--- config.mk ---
export PLATFORM = sky130hd
export DESIGN_NAME = bzmusic_arbiter
export DESIGN_NICKNAME = d
export VERILOG_FILES = /design/src/rtl/bzmusic_arbiter.sv
export SDC_FILE = /design/constraint.sdc
export NUM_CORES = 1
export LEC_CHECK = 0
export ABC_AREA = 1
export CAP_MARGIN = 15
export CORE_MARGIN = 5
export CORE_UTILIZATION = 58
export DETAILED_ROUTE_END_ITERATION = 10
export HOLD_SLACK_MARGIN = 0.05
export PLACE_DENSITY = 0.8
export SETUP_SLACK_MARGIN = 0.02
export SLEW_MARGIN = 40
export SYNTH_ARGS = -nofsm -noshare
export SYNTH_HDL_FRONTEND = slang
export SYNTH_SLANG_ARGS = --single-unit
--- constraint.sdc ---
create_clock -name clk -period 2.2 [get_ports clk]
set_clock_uncertainty 0.1 [all_clocks]
set_input_delay 0.55 -clock clk [delete_from_list [all_inputs] [get_ports clk]]
set_output_delay 0.55 -clock clk [all_outputs]
set_load 0.01 [all_outputs]
--- src/rtl/bzmusic_arbiter.sv ---
// bzmusic_arbiter
// Shares one buzzer music player between N_REQ sound requesters (jump, coin,
// crash, background loop, ...). Requests are latched into a pending mask. The
// highest pending index wins and drives the player's song select, start pulse
// and reset. After the song-done pulse a silence gap is inserted before the
// next arbitration. Also handles preemption, looping, cancel, mute and a
// watchdog.
//
// Ports
//   clk          system clock
//   rst          asynchronous reset, active-high
//   req          per-requester request; any high cycle sets the pending bit
//   cancel       per-requester cancel; clears pending, aborts the active song
//   mute         level; blocks new grants and aborts the current song
//   player_done  one-cycle end-of-song pulse from the player
//   song_sel     index of the granted requester (song ROM base select)
//   player_en    one-cycle start pulse to the player
//   player_rstn  active-low reset to the player / tune PWM / beat counter
//   busy         high in LOAD, START and PLAY
//   grant        one-hot active requester, zero when not busy
//   done         one-cycle pulse on natural completion of a requester's song
//   aborted      one-cycle pulse when a requester's song is cut short
module bzmusic_arbiter #(
  parameter int                 N_REQ      = 4,
  parameter int                 PREEMPT    = 1,
  parameter logic [N_REQ-1:0]   LOOP_MASK  = 4'b0001,
  parameter int                 GAP_CYCLES = 1000,
  parameter int                 TIMEOUT    = 500000000,
  parameter int                 CNT_W      = 32,
  localparam int                SEL_W      = (N_REQ > 1) ? $clog2(N_REQ) : 1
) (
  input  logic               clk,
  input  logic               rst,
  input  logic [N_REQ-1:0]   req,
  input  logic [N_REQ-1:0]   cancel,
  input  logic               mute,
  input  logic               player_done,
  output logic [SEL_W-1:0]   song_sel,
  output logic               player_en,
  output logic               player_rstn,
  output logic               busy,
  output logic [N_REQ-1:0]   grant,
  output logic [N_REQ-1:0]   done,
  output logic [N_REQ-1:0]   aborted
);

  typedef enum logic [2:0] {
    IDLE  = 3'd0,
    LOAD  = 3'd1,
    START = 3'd2,
    PLAY  = 3'd3,
    GAP   = 3'd4
  } state_t;

  localparam int              GAP_LAST_I = (GAP_CYCLES > 0) ? GAP_CYCLES - 1 : 0;
  localparam logic [CNT_W-1:0] GAP_LAST  = CNT_W'(GAP_LAST_I);
  localparam logic [CNT_W-1:0] TO_LAST   = CNT_W'(TIMEOUT - 1);

  state_t           state;
  logic [N_REQ-1:0] pend;
  logic [CNT_W-1:0] cnt;

  logic [SEL_W-1:0] winner;
  logic [N_REQ-1:0] win_mask;
  logic [N_REQ-1:0] act_mask;
  logic [N_REQ-1:0] above_active;
  logic             stop_req;
  logic             preempt_hit;
  logic             take_grant;
  logic             loop_set;
  logic [N_REQ-1:0] pend_next;

  // Highest set bit of a mask; later (higher) indices overwrite earlier ones.
  function automatic logic [SEL_W-1:0] top_idx(input logic [N_REQ-1:0] v);
    top_idx = '0;
    for (int i = 0; i < N_REQ; i++) begin
      if (v[i]) top_idx = SEL_W'(i);
    end
  endfunction

  function automatic logic [N_REQ-1:0] onehot(input logic [SEL_W-1:0] idx);
    onehot = '0;
    for (int i = 0; i < N_REQ; i++) begin
      if (SEL_W'(i) == idx) onehot[i] = 1'b1;
    end
  endfunction

  // Requesters strictly more important than the one currently playing.
  genvar gi;
  generate
    for (gi = 0; gi < N_REQ; gi++) begin : g_above
      assign above_active[gi] = (SEL_W'(gi) > song_sel);
    end
  endgenerate

  always_comb begin
    winner      = top_idx(pend);
    win_mask    = onehot(winner);
    act_mask    = onehot(song_sel);
    stop_req    = mute | cancel[song_sel];
    preempt_hit = (PREEMPT != 0) && (|(pend & above_active));
    take_grant  = ((state == IDLE) && (|pend) && !mute) ||
                  ((state == PLAY) && !stop_req && preempt_hit);
    loop_set    = (state == PLAY) && !stop_req && !preempt_hit &&
                  player_done && LOOP_MASK[song_sel];
    // Grant clear first, then sets (so a same-cycle request survives the
    // clear), and cancel last so it overrides everything.
    pend_next   = ((pend & ~(take_grant ? win_mask : '0)) | req |
                   (loop_set ? act_mask : '0)) & ~cancel;
  end

  always_ff @(posedge clk or posedge rst) begin
    if (rst) begin
      state       <= IDLE;
      pend        <= '0;
      cnt         <= '0;
      song_sel    <= '0;
      player_en   <= 1'b0;
      player_rstn <= 1'b0;
      busy        <= 1'b0;
      grant       <= '0;
      done        <= '0;
      aborted     <= '0;
    end else begin
      pend      <= pend_next;
      player_en <= 1'b0;
      done      <= '0;
      aborted   <= '0;

      case (state)
        IDLE: begin
          player_rstn <= 1'b0;
          if (take_grant) begin
            state    <= LOAD;
            song_sel <= winner;
            grant    <= win_mask;
            busy     <= 1'b1;
          end
        end

        LOAD: begin
          state       <= START;
          player_rstn <= 1'b1;
          player_en   <= 1'b1;
        end

        START: begin
          state <= PLAY;
          cnt   <= '0;
        end

        PLAY: begin
          if (stop_req) begin
            aborted     <= act_mask;
            state       <= GAP;
            cnt         <= '0;
            player_rstn <= 1'b0;
            busy        <= 1'b0;
            grant       <= '0;
          end else if (preempt_hit) begin
            // Straight back to LOAD: the player is reset for one cycle and
            // restarted on the new song without a silence gap.
            aborted     <= act_mask;
            state       <= LOAD;
            song_sel    <= winner;
            grant       <= win_mask;
            player_rstn <= 1'b0;
          end else if (player_done) begin
            done        <= act_mask;
            state       <= GAP;
            cnt         <= '0;
            player_rstn <= 1'b0;
            busy        <= 1'b0;
            grant       <= '0;
          end else if (cnt == TO_LAST) begin
            aborted     <= act_mask;
            state       <= GAP;
            cnt         <= '0;
            player_rstn <= 1'b0;
            busy        <= 1'b0;
            grant       <= '0;
          end else begin
            cnt <= cnt + 1'b1;
          end
        end

        GAP: begin
          player_rstn <= 1'b0;
          grant       <= '0;
          busy        <= 1'b0;
          if ((GAP_CYCLES == 0) || (cnt == GAP_LAST)) begin
            state <= IDLE;
            cnt   <= '0;
          end else begin
            cnt <= cnt + 1'b1;
          end
        end

        default: begin
          state       <= IDLE;
          player_rstn <= 1'b0;
          busy        <= 1'b0;
          grant       <= '0;
        end
      endcase
    end
  end

endmodule
After elaboration in Yosys (flattened, before gate mapping)

Cells that the tools add are included.

$add $sub $neg: 1
Order comparisons: 5
Eq/ne operators: 19
Muxes and demuxes: 59
Bitwise operators: 10
Reduce and logical (&&, ||, !) cells: 25

Operator list:

| operator              | count |
|---|---|
| $mux 32               | 5 |
| $pmux 32 s3           | 1 |
| $mux 4                | 16 |
| $add 32x1->32 const B | 1 |
| $eq 32x10->1 const B  | 1 |
| $eq 32x29->1 const B  | 1 |
| $mux 1                | 19 |
| $mux 3                | 6 |
| $pmux 3 s5            | 1 |
| $and 4x4->4           | 3 |
| $pmux 4 s3            | 1 |
| $mux 2                | 5 |
| $eq 2x2->1 const A    | 4 |
| $ne 2x2->1 const B    | 4 |
| $not 4->4             | 2 |
| $or 4x4->4            | 2 |
| $reduce_and 4->1      | 2 |
| $reduce_or 4->1       | 2 |
| $logic_and 1x1->1     | 7 |
| $eq 3x2->1 const B    | 2 |
| $pmux 1 s3            | 2 |
| $reduce_and 3->1      | 2 |
| $ne 5x4->1 const B    | 1 |
| $bmux 1 s2            | 2 |
| 19 further kinds      | 27 |

Flip-flop bits (word level): 56
Input bits: 12
Output and inout port bits: 17

Logic depth before layout (Yosys ltp)

Gate-level depths: netlist of the first run.

Depth after elaboration: 13
Depth in mapped cells: 12

Worst setup path after synthesis of the first run

No wires, ideal clock.

Path type: register -> register
Start point: register cnt[0]
End point: register cnt[22]
Arrival: 1.494 ns
Path slack: 0.489 ns
Cell stages (with the launch flop): 11
Clock period less this slack: 1.711 ns
Cell sequence: dfrtp_1 -> ha_1 -> nand2_1 -> nor2_1 -> nand2_1 -> inv_1 -> nand3_1 -> nor2_4 -> nand4_1 -> nor2_1 -> nor2_1

Cells in the longest elaborated chain, start to end: 6
Elaborated cells between the ends (all ways): 9
Those cells by class: add/sub (1); eq/ne (2); mux (6)

RTL lines:

| element                                       | line          | text |
|---|---|---|
| start, declared                               | 61            | `logic [CNT_W-1:0] cnt;` |
| start signal, assigned                        | 183           | `cnt <= cnt + 1'b1;` |
| start signal, assigned                        | 195           | `cnt <= cnt + 1'b1;` |
| $add 32x1->32 or $eq 32x29->1 (tied branches) | 183, 195, 175 |  |
| $mux 32                                       | 175           | `end else if (cnt == TO_LAST) begin` |
| $mux 32                                       | 168           | `end else if (player_done) begin` |
| $mux 32                                       | 160           | `end else if (preempt_hit) begin` |
| $mux 32                                       | 153           | `if (stop_req) begin` |
| $pmux 32 s3 *                                 | 130           | `case (state)` |

Mark *: on every way between the ends. The rest lies on a longest branch, timed or not. The select of a mux whose other input is x is not followed.
A chain may end at the register's enable or synchronous reset.

Worst setup path in the final report of the first run

Start point: register song_sel[0]
End point: output song_sel[0]

RTL lines:

| element                | line | text |
|---|---|---|
| start, declared        | 38   | `output logic [SEL_W-1:0] song_sel,` |
| start signal, assigned | 135  | `song_sel <= winner;` |
| start signal, assigned | 165  | `song_sel <= winner;` |

No word-level cell between the ends.

==> results of run 1 <==
timing repair:
action / CTS / global route
hold buffers: 0 / 0
hold endpoints to repair: 0 / 0
setup endpoints to repair: 0 / 19
resized for setup: 0 / 4
worst paths after layout:
| check | endpoint | cells after the start | slack, ns | startpoint |
|---|---|---|---|---|
| max in group asynchronous | cnt[14]$_DFFE_PP0P_ | 3 | 1.25 | rst |
| worst min register to register | grant[1]$_DFFE_PP0P_ | 2 | 0.40 | grant[1]$_DFFE_PP0P_ |
| min in group asynchronous | cnt[0]$_DFFE_PP0P_ | 3 | 0.49 | rst |
| worst min-delay path | grant[1]$_DFFE_PP0P_ | 2 | 0.40 | grant[1]$_DFFE_PP0P_ |
| worst max register to register | cnt[22]$_DFFE_PP0P_ | 11 | 0.19 | cnt[1]$_DFFE_PP0P_ |
| worst max-delay path | song_sel[0] | 1 | 0.14 | song_sel[0]$_DFFE_PP0P_ |
tightest hold or removal path, cell delays in order (launching register included):
cell     delay, ns
dfrtp_1       0.36
nand2_1       0.06
nand2_1       0.05
sequential cells by signal (all words and copies together), names as in the netlist:
name and cells:
pend 4, aborted 4, state 3, cnt 32, song_sel 2, done 4
player_en 1, busy 1, grant 4, player_rstn 1
cells in the mapped netlist, types with 3 or more instances:
library cell	number
nor2_2	11
nor3_1	11
o21bai_1	4
inv_1	65
nand3_1	42
nand2_2	3
dfrtp_1	56
nor2_1	89
nand2_1	138
o21ai_0	14
nor2_4	3
xor2_1	4
o21ai_1	6
inv_2	5
nand4_1	20
a21oi_1	9
through the flow:
step	cells	hold WS, ns	total power, mW	setup WS [ns]	utilization, %
6_report	627	0.395	3.62	0.140	69.2
5_1_grt	627	0.422	3.84	-0.00198	69.2
4_1_cts	627	0.389	3.60	0.0695	68.9
3_5_place_dp	619	0.362	3.00	-0.163	67.4
3_3_place_gp	619	0.355	2.97	-0.0594	67.4
2_1_floorplan	503	0.375	2.47	0.179	-
logic make-up after synthesis:
| kind of cell | Yosys count |
|---|---|
| adders and majority gates | 1 |
| xor gates and xnor gates | 4 |
| DFF | 56 |
| buffers and inverters | 78 |
| AOI/OAI and AO/OA | 38 |
| and+or+nand+nor | 326 |
final cells by class:
| cell class | count | share of cell area, % |
|---|---|---|
| Clock buffer | 5 | 1.69 |
| Multi-Input combinational cell | 369 | 43.2 |
| Clock inverter | 3 | 0.553 |
| Timing Repair Buffer | 47 | 11.0 |
| Tap cell | 75 | 2.30 |
| Sequential cell | 56 | 34.4 |
| Inverter | 72 | 6.88 |
layer usage:
layer	part of all wire, %	GRT usage [%]
met3	7.3	3.48
met1	45	37.3
met4	2.4	8.09
met2	45	39.3
met5	0	0
layout by cell type, fill, tap and decap left out, types with 2 or more instances in the layout:
cell and count:
xor2_1 4, nand4_1 20, o21ai_1 6, dfrtp_1 56
nor2_2 12, nand2_2 3, nor2_4 3, inv_2 6
inv_1 64, buf_12 2, nor2_1 88, nor4_1 2
buf_4 17, nand3_4 3, nand3_1 41, nor3_1 11
o21bai_1 4, a21oi_1 9, o21ai_0 14, clkdlybuf4s50_1 28
inv_6 3, nand3_2 2, nand2_1 138, clkbuf_8 5
o22ai_1 2
power groups by stage:
stage	clock network (mW)	logic, mW	registers [mW]
floorplan	0	1.15	1.31
global placement	0	1.69	1.29
detailed placement	0	1.71	1.29
CTS	0.603	1.72	1.27
global route	0.643	1.90	1.30
finish	0.598	1.74	1.28
==> results.md, run 1 <==
Synthesis:
- The cell count after synthesis is 503.
- Summed over its instances, the top area cell type makes up 40.1% of the synthesized netlist area.
- The main combinational cell family by area after synthesis is simple AND/OR/NAND/NOR gates.
- The flop and latch count out of synthesis is 56.
- The post-synth net total is 516.
- The count of yosys warnings during synthesis is 0.
- The mux contribution to synthesized area is 0%.
- After synthesis, flip-flops and latches occupy 40.1% of the total area.
- The synthesized netlist devotes 5.98% of its cell area to compound gates.
- The basic-gate share of the synthesized area counting and, or, nand and nor cells is 42.6%.
- The share of synthesized registers carrying an async set or reset is 100%.
- The netlist uses 32 different library cells.
- The most used flip-flop cell after synthesis is dfrtp_1.
- The synthesized-area fraction occupied by xor and xnor cells is 1.00%.
- The share of synthesized cell area in full adder, half adder and majority cells is 0.358%.
- The average instance in the mapped netlist occupies 6.94 um^2.
- In the post-synthesis netlist, the biggest area contributors are dfrtp_1, nand2_1, nor2_1.
- The synthesized design contains 0 enable-type register cells.
- The largest total area in the synthesized netlist belongs to dfrtp_1.
- In this run the cell area of the synthesized design comes to 3490 um^2.

STA:
- Setup repair after global routing could not meet its margin everywhere.
- Derived from the worst setup path, the maximum achievable clock frequency is 0.485 GHz.
- The total count of hold-check failures in the final report is 0.
- The count of endpoints failing setup in the final report is 0.
- The number of pins exceeding their max-slew limit in the final report was 0.
- The actual transition at the worst max-transition pin is 0.494 ns.
- The final worst-path cycle share is 93.6%.
- The sum of negative setup slack is 0 ns.
- The worst slew margin relative to its limit is 66.8%.
- The final critical path time including I/O delays and setup is 2.06 ns.

GRT:
- The initial antenna violation count came to 0.
- The first global-routing pass estimated 15,500 um of wire.
- The via count of the first global-routing pass came to 3,298.
- The total global routing track utilization is 25.5%.
- The pin count of the biggest net entering global routing is 57.
- The total congestion overflow after global routing is 0.

Clocking:
- The clock net in this run drives a total of 56 sinks.
- Clock-pin slew was measured on the worst setup and hold paths at 0.11 ns.
- The root buffer cell chosen for the clock tree is clkbuf_8.
- TritonCTS created 5 clock buffers.
- The count of H-tree levels built during CTS is 2.
- After clock tree synthesis, the setup repair step added 0 buffers.
- The CTS tree is built.
- The number of buffers between clock root and the deepest sink is 2.
- The clock insertion delay at the later pin of the skew report is 0.32 ns.

Floorplan:
- The initial cell density of the core is 59.3%.
- The floorplan has 28 rows.
- The floorplan step defined a die boundary enclosing 7670 um^2.
- From bottom edge to top edge, the die measures 87.6 um.
- The core region is 5890 um^2.
- The width of the die is 87.6 um.
- The number of primary I/O pins is 29.

Placed design:
- The HPWL after detailed placement is 6980 um.
- The placed instances occupy a cell area of 3970 um^2.
- Routability-driven placement finished with a final weighted congestion of 0.981.
- The count of input and output buffers is 28.

Pwr:
- The cell internal power dissipation is 2.04 mW.
- VDD sags by at most 693 uV.
- Summed over all nets, the switching power comes to 1.57 mW.
- The analysis attributes to cell leakage a power of 1.89 nW.
- The power per unit of standard cell area is 887 nW/um^2.
- The clock network accounts for 16.5% of the total power.
- The net switching share of the total power is 43.6%.
- The combinational cell fraction of total power is 48.2%.
- Sequential cells burn 35.3% of the power.

Routing:
- The remaining design rule violation count is 0.
- In the routed layout, each cell is associated on average with a via count of 5.56.
- In this run, the number of DRC markers left after iteration 0 of detailed routing was 356.
- The first TritonRoute pass finished after 5 iterations.
- The routed design has 9170 um of wire.
- Dividing the detail-routed wire length by the instance count gives 14.6 um.
- The antenna violation net count after detailed routing is 0.
- The total number of vias is 3,486.

Cells and area:
- The count of inserted antenna diode cells is 0.
- The layout overhead on the synthesized area is 16.7%.
- At the end of the flow, the number of nets in the layout was 564.
- Summing all flip-flop and latch instances after layout gives 1400 um^2.
- The area occupied by multi-input gates is 1760 um^2.
- Cells with a size suffix above 1 make up 11.1% of the layout.
- Counting the fill cells in the layout gives 504.
- The final non-filler cell area is 4080 um^2.

Worst setup path:
- The largest fanout of any net on the critical path is 7.
- The count of buffering cells on the critical path with inverters included is 1.
- For this run, the slowest stage of the critical path takes 0.59 ns.
- The kind of start point of the critical path is a flop.
- The start-to-end type of the worst setup path is flop to primary output.
- The data arrival time of the critical path is 1.41 ns.
- The kind of end point of the critical path is a primary output.
- The critical path data required time is 1.55 ns.
- On the critical path, the stage with the largest delay is an instance of clkdlybuf4s50_1.
- The cell family contributing the most delay on the critical path is buffers and inverters.
- Walking the worst path, the cells encountered are clkdlybuf4s50_1.

Worst hold path:
- The min-delay analysis places its worst path in the category flop to flop.

Status:
- The flow ran to the end, and the final reports show no timing, DRC or antenna violations.

Flow run:
- Across the run, the number of max-cap violations was 0.
Power figures use the tool's default switching activity.
==> run 2: changes to the inputs <==
ABC_AREA = default   (was 1)
CORE_UTILIZATION = 57   (was 58)
==> run 2 against run 1 <==
Compared with the run above: the run now ends with setup timing left; sequential share of layout area fell by 2.5 points; sequential power barely moved; critical path depth rose by 8; die area fell by 11%; final area rose by 7.9%; flip-flop and latch count did not move; via count fell by 1.6%; first-iteration DRC count rose by 24%; fmax fell by 18%; non-clock buffer count rose by 71; combinational power rose by 48%; critical endpoint is now cnt[29]$_DFFE_PP0P_; largest power group unchanged.
==> results.md, run 2 <==
Worst setup path:
- The data arrival time of the critical path is 2.65 ns (was 1.41 ns).
- The critical path data required time is 2.33 ns (was 1.55 ns).
- The delay of the slowest critical-path stage is 0.47 ns (was 0.59 ns).
- The critical path's most frequent cell is buf_4.
- The cell family contributing the most delay on the critical path is compound AO/OA/AOI/OAI gates (was buffers and inverters).
- Critical-path cell list: inv_1 > buf_4 > nand2_1 > o21ai_0 > a31oi_2 > buf_4 > buf_4 > or3_4 > a21oi_2 (was clkdlybuf4s50_1).
- The kind of end point of the critical path is a flop (was primary output).
- The critical path depth in cells is 9 (was 1).
- The kind of start point of the critical path is a flop (unchanged).
- The start-to-end type of the worst setup path is flop to flop (was flop to primary output).
- The worst-path cell with the longest stage delay is o21ai_0 (was clkdlybuf4s50_1).
- The count of buffering cells on the critical path with inverters included is 4 (was 1).
- The number of cells on the worst reg-to-reg path is 9 (was 11).
- The largest fanout of any net on the critical path is 5 (was 7).

Floorplan:
- The placeable core region is 5110 um^2 (was 5890 um^2).
- The overall die area is 6820 um^2 (was 7670 um^2).
- The number of cell rows is 26 (was 28).
- The die height is 82.6 um (was 87.6 um).
- The width of the die is 82.6 um (was 87.6 um).
- The number of primary I/O pins was 29 (unchanged).
- The initial cell density of the core came to 58.8% (was 59.3%).

Synthesis:
- The biggest area consumer among synthesized cells is dfrtp_1 (unchanged).
- The number of enable-type register cells in the synthesized netlist is 0 (unchanged).
- The predominant post-synthesis flop cell is dfrtp_1 (unchanged).
- The flop and latch count out of synthesis is 56 (unchanged).
- The post-synthesis cell area is 3000 um^2 (was 3490 um^2).
- The count of yosys warnings during synthesis came to 0 (unchanged).
- The share of synthesized registers carrying an async set or reset is 100% (unchanged).
- The mean cell area of the mapped netlist is 9.10 um^2 (was 6.94 um^2).
- The sequential cell area fraction in the yosys report is 46.7% (was 40.1%).
- Commonest cells in the synthesized netlist: dfrtp_1, nor2_1, o21ai_0, nand2_1, a22o_1 (was nand2_1, nor2_1, inv_1, dfrtp_1, nand3_1).
- The post-synthesis cell type count is 48 (was 32).
- Leading cell types by total area after synthesis: dfrtp_1, a22o_1, o21ai_0 (was dfrtp_1, nand2_1, nor2_1).
- The most repeated cell in the gate-level netlist after synthesis is dfrtp_1 (was nand2_1).
- The top cell type's share of synthesized area was 46.7% (was 40.1%).
- The cell count after synthesis is 330 (was 503).
- The post-synth net total is 343 (was 516).

Clocking:
- The clock-pin slew reported for the worst setup and hold paths after clock tree synthesis is 0.10 ns (was 0.11 ns).
- The count of H-tree levels built during CTS was 2 (unchanged).
- The clock tree root driver cell is clkbuf_8 (unchanged).
- The clock insertion delay at the later pin of the skew report was 0.32 ns (about the same).
- The total clock sinks is 56 (unchanged).
- The CTS tree is built (unchanged).
- The count of hold buffers inserted by post-cts repair is 0 (unchanged).
- The number of buffers between clock root and the deepest sink is 2 (unchanged).
- The number of buffers added by the clock tree synthesis step is 5 (unchanged).

Cells and area:
- The layout overhead on the synthesized area is 46.5% (was 16.7%).
- The most common library cell in the layout ignoring fill and taps is buf_4 (was nand2_1).
- The area occupied by multi-input gates was 1670 um^2 (was 1760 um^2).
- The number of cells in the finished layout apart from fillers was 508 (was 627).
- The sequential cell area in the final layout is 1400 um^2 (about the same).
- The most flop-heavy register is cnt (unchanged).
- The fraction of layout cells with a size suffix above 1 is 31.3% (was 11.1%).
- Most used cells in the layout excluding fill and tap cells: buf_4, dfrtp_1, nor2_1, clkdlybuf4s50_1 (was nand2_1, nor2_1, inv_1, dfrtp_1, nand3_1).
- The count of inserted antenna diode cells is 0 (unchanged).
- The final non-filler cell area is 4400 um^2 (was 4080 um^2).
- The number of flip-flops in the largest register is 32 (unchanged).
- The number of nets in the final layout is 450 (was 564).
- The count of filler cells inserted in the layout is 236 (was 504).

Routing:
- The initial DRC count came to 442 (was 356).
- The first-pass iteration count of the detailed router is 5 (unchanged).
- The ratio of routed vias to standard cells is 6.75 (was 5.56).
- The antenna violation net count after detailed routing is 0 (unchanged).
- The remaining design rule violation count is 0 (unchanged).
- The average wire per standard cell came to 21.8 um (was 14.6 um).
- The total number of vias is 3,430 (was 3,486).
- The detailed-route wire length came to 11,100 um (was 9170 um).

STA:
- Unrepaired setup endpoints after global routing: true (unchanged).
- The final worst-path cycle share was 114% (was 93.6%).
- The final critical path time including I/O delays and setup is 2.52 ns (was 2.06 ns).
- The worst slack on hold paths was 0.410 ns (was 0.395 ns).
- The worst slew margin relative to its limit was 62.6% (was 66.8%).
- The actual transition at the worst max-transition pin is 0.555 ns (was 0.494 ns).
- The number of pins exceeding their max-slew limit in the final report was 0 (unchanged).
- The total count of hold-check failures in the final report was 0 (unchanged).
- The count of endpoints failing setup in the final report is 42 (was 0).
- The maximum frequency from static timing analysis came to 0.397 GHz (was 0.485 GHz).
- The final critical-path setup slack is -0.316 ns (was 0.140 ns).

GRT:
- The total congestion overflow after global routing came to 0 (unchanged).
- The global-route track usage on met1 is 40.5% (was 37.3%).
- The global routing usage on met2 is 51.0% (was 39.3%).
- The total global routing track utilization was 31.1% (was 25.5%).
- The most utilized layer in the global route result is met2 (unchanged).
- The initial antenna violation count is 0 (unchanged).
- The pin count of the biggest net entering global routing is 25 (was 57).
- The global routing met3 resource utilization was 4.66% (was 3.48%).
- The via count of the first global-routing pass was 3,226 (was 3,298).
- The wire length of the first global-routing pass is 16,000 um (was 15,500 um).

Placed design:
- The weighted congestion reported at the end of routability-driven placement is 0.905 (was 0.981).
- The half-perimeter wire length after placement was 6220 um (was 6980 um).
- The placed cell area is 3900 um^2 (was 3970 um^2).
- The cell count after placement is 486 (was 619).
- The count of input and output buffers is 28 (unchanged).

Flow run:
- The total of max-cap violations is 0 (unchanged).

Pwr:
- The total power is 4.79 mW (was 3.62 mW).
- The worst voltage drop across the vdd grid is 892 uV (was 693 uV).
- The power per unit of standard cell area is 1090 nW/um^2 (was 887 nW/um^2).
- The leakage dissipation is 2.03 nW (was 1.89 nW).

Status:
- The final reports fail on setup timing.
- Result of the run: finished with violations (was completed).

Worst hold path:
- The class of the most critical hold timing path is primary input to asynchronous set/reset pin (was flop to flop).
run 2: cell count changes after synthesis, sizes merged, moves of 15 or more:
cell	before	now
nand3	46	16
nand2	142	21
nor2	103	37
a22o	0	20
nand4	21	6
inv	72	8
run 2: metrics by stage:
stage	utilization [%]	setup slack (ns)	TNS [ns]
2_1_floorplan	-	-0.0588	-0.514
3_3_place_gp	76.3	-0.422	-13.41
3_5_place_dp	76.3	-0.439	-14.92
4_1_cts	83.2	-0.147	-3.71
5_1_grt	86.1	-0.313	-10.07
6_report	86.1	-0.316	-8.77
run 2: area by class of cell:
cell class,count,share of cell area (%)
sequential,56,31.9
clock buffer,5,1.56
clock inverter,3,2.05
tap,70,1.99
inverter,8,0.683
timing repair buffer,118,23.8
multi-input combinational,248,38.1
run 2: routing by layer:
metal | vias up | part of all wire (%) | wire length, um
met5 | - | 0 | 0
met4 | 0 | 5.6 | 619
met3 | 77 | 8.9 | 979
met2 | 276 | 48 | 5270
met1 | 1637 | 38 | 4190
li1 | 1440 | - | -
run 2: power breakdown:
| group | internal [mW] | switching (mW) |
|---|---|---|
| combinational | 1.22 | 1.37 |
| clock | 0.569 | 0.349 |
| sequential | 1.15 | 0.133 |
| total | 2.94 | 1.85 |
run 2: kinds of logic after synthesis:
logic type	share of synthesized area, %
AOI/OAI and AO/OA	19.5
buffers and inverters	3.62
muxes	1.38
xor gates and xnor gates	0.292
adders and majority gates	0.417
and+or+nand+nor	28.1
DFF	46.7
run 2: final timing paths:
| kind | end | slack, ns | from |
|---|---|---|---|
| max | cnt[29]$_DFFE_PP0P_ | -0.32 | state[2]$_DFFE_PP0P_ |
| min | done[2]$_DFF_PP0_ | 0.41 | rst |
| max reg2reg | cnt[29]$_DFFE_PP0P_ | -0.32 | state[2]$_DFFE_PP0P_ |
| min reg2reg | grant[0]$_DFFE_PP0P_ | 0.41 | grant[0]$_DFFE_PP0P_ |
| max in group asynchronous | cnt[27]$_DFFE_PP0P_ | 0.98 | rst |
| min in group clk | grant[0]$_DFFE_PP0P_ | 0.41 | grant[0]$_DFFE_PP0P_ |
run 2: what timing repair did:
item                       4_1_cts  5_1_grt
cloned                           3        0
buffers inserted                 2        9
pin swaps                       19        8
gates resized for setup         41       17
setup endpoints to repair       41       45
==> variant: new RTL, flow settings as in run 1 <==
`CNT_W`: 32 -> 24.
--- a/src/rtl/bzmusic_arbiter.sv
+++ b/src/rtl/bzmusic_arbiter.sv
@@ -26,7 +26,7 @@
   parameter logic [N_REQ-1:0]   LOOP_MASK  = 4'b0001,
   parameter int                 GAP_CYCLES = 1000,
   parameter int                 TIMEOUT    = 500000000,
-  parameter int                 CNT_W      = 32,
+  parameter int                 CNT_W      = 24,
   localparam int                SEL_W      = (N_REQ > 1) ? $clog2(N_REQ) : 1
 ) (
   input  logic               clk,
Behaviour: no difference found for any inputs over 10 cycles, from zero or initial values and one cycle with rst high; that may be too few to reach the edited logic, so the function may still have changed.
==> variant against run 1 <==
  * Sequential cell count fell by 8
  * Count of clock-buffer cells in the layout did not move
  * Setup slack improved by 34 ps
  * Critical endpoint is now song_sel[1]
  * Final area fell by 15%
  * Synthesized area fell by 18%
  * Routed wire length fell by 26%
  * Utilization rose by 3.4 points
  * Largest cell class unchanged
  * Highest routed layer unchanged
Power is not compared: it rests on default switching activity, and its combinational part moved more than twofold at a synthesized area within 25%.
==> variant: results (changes against run 1) <==
* Status: finished clean (unchanged)
* Max reg flops at 24 (was 32)
* Adder-cell area share of the yosys netlist at 0.436% (was 0.358%)
* GRT met2 Usage at 41.8% (was 39.3%)
* Synth cell count leaders: 101 x nand2_1, 64 x inv_1, 48 x dfrtp_1, 43 x nor2_1, 33 x nand3_1 (was 138 x nand2_1, 89 x nor2_1, 65 x inv_1, 56 x dfrtp_1, 42 x nand3_1)
* Routed length on met1 at 2780 µm (was 4120 µm)
* Fin util at 72.7% (was 69.2%)
* Total Nets Final at 445 (was 564)
* Setup crit start: song_sel[1] (was song_sel[0])
* Compound-Gate Fraction of Synth Area at 5.50% (was 5.98%)
* Clock transition at path regs at 90 ps (was 110 ps)
* WL met3 at 277 µm (was 672 µm)
* Largest net degree at the start of global routing at 35 (was 57)
* Filler cells at 391 (was 504)
* M3 GR Usage at 4.71% (was 3.48%)
* M1 GR Usage at 26.6% (was 37.3%)
* Min-delay src: grant[0] (was grant[1])
* Mapped Avg Cell Area at 7.37 µm² (was 6.94 µm²)
* Fmax at 494 MHz (was 485 MHz)
* Wire length on met2 at 3580 µm (was 4150 µm)
* Cell variety after synth at 31 (was 32)
* FFs & Latches at 48 (was 56)
* First-pass GRT wire length at 11,500 µm (was 15,500 µm)
* DPL Wire Length at 5230 µm (was 6980 µm)
* Placed cell area at 3300 µm² (was 3970 µm²)
* DR pass1 iterations at 4 (was 5)
* Routability-driven placement congestion ratio at 0.912 (was 0.981)
* Register area at 1200 µm² (was 1400 µm²)
variant: worst reg2reg max path, delay by kind of cell (launching register included):
kind,cells,cell delay (ps)
buffers and inverters,3,420
and+or+nand+nor,6,740
adders and majority gates,1,240
DFF,1,400
variant: kinds of logic after synthesis:
| logic type | after synthesis |
|---|---|
| buffers and inverters | 71 |
| adder cells (fa/ha/maj) | 1 |
| flip-flops | 48 |
| XOR/XNOR | 1 |
| AO/OA/AOI/OAI | 27 |
| AND/OR/NAND/NOR | 241 |
variant: power breakdown:
group          switching (mW)  internal, mW  leakage (nW)
registers             0.00478         0.886         0.566
logic                  0.0467        0.0344          1.21
clock network           0.303         0.457        0.0687
variant: path summary, 6_finish.rpt:
kind,depth (start not counted),endpoint
hold reg to reg,2,grant[0]
min in group asynchronous,2,cnt[14]
setup / recovery,1,song_sel[1]
setup reg to reg,10,cnt[14]
max in group asynchronous,3,cnt[12]
hold / removal,2,grant[0]
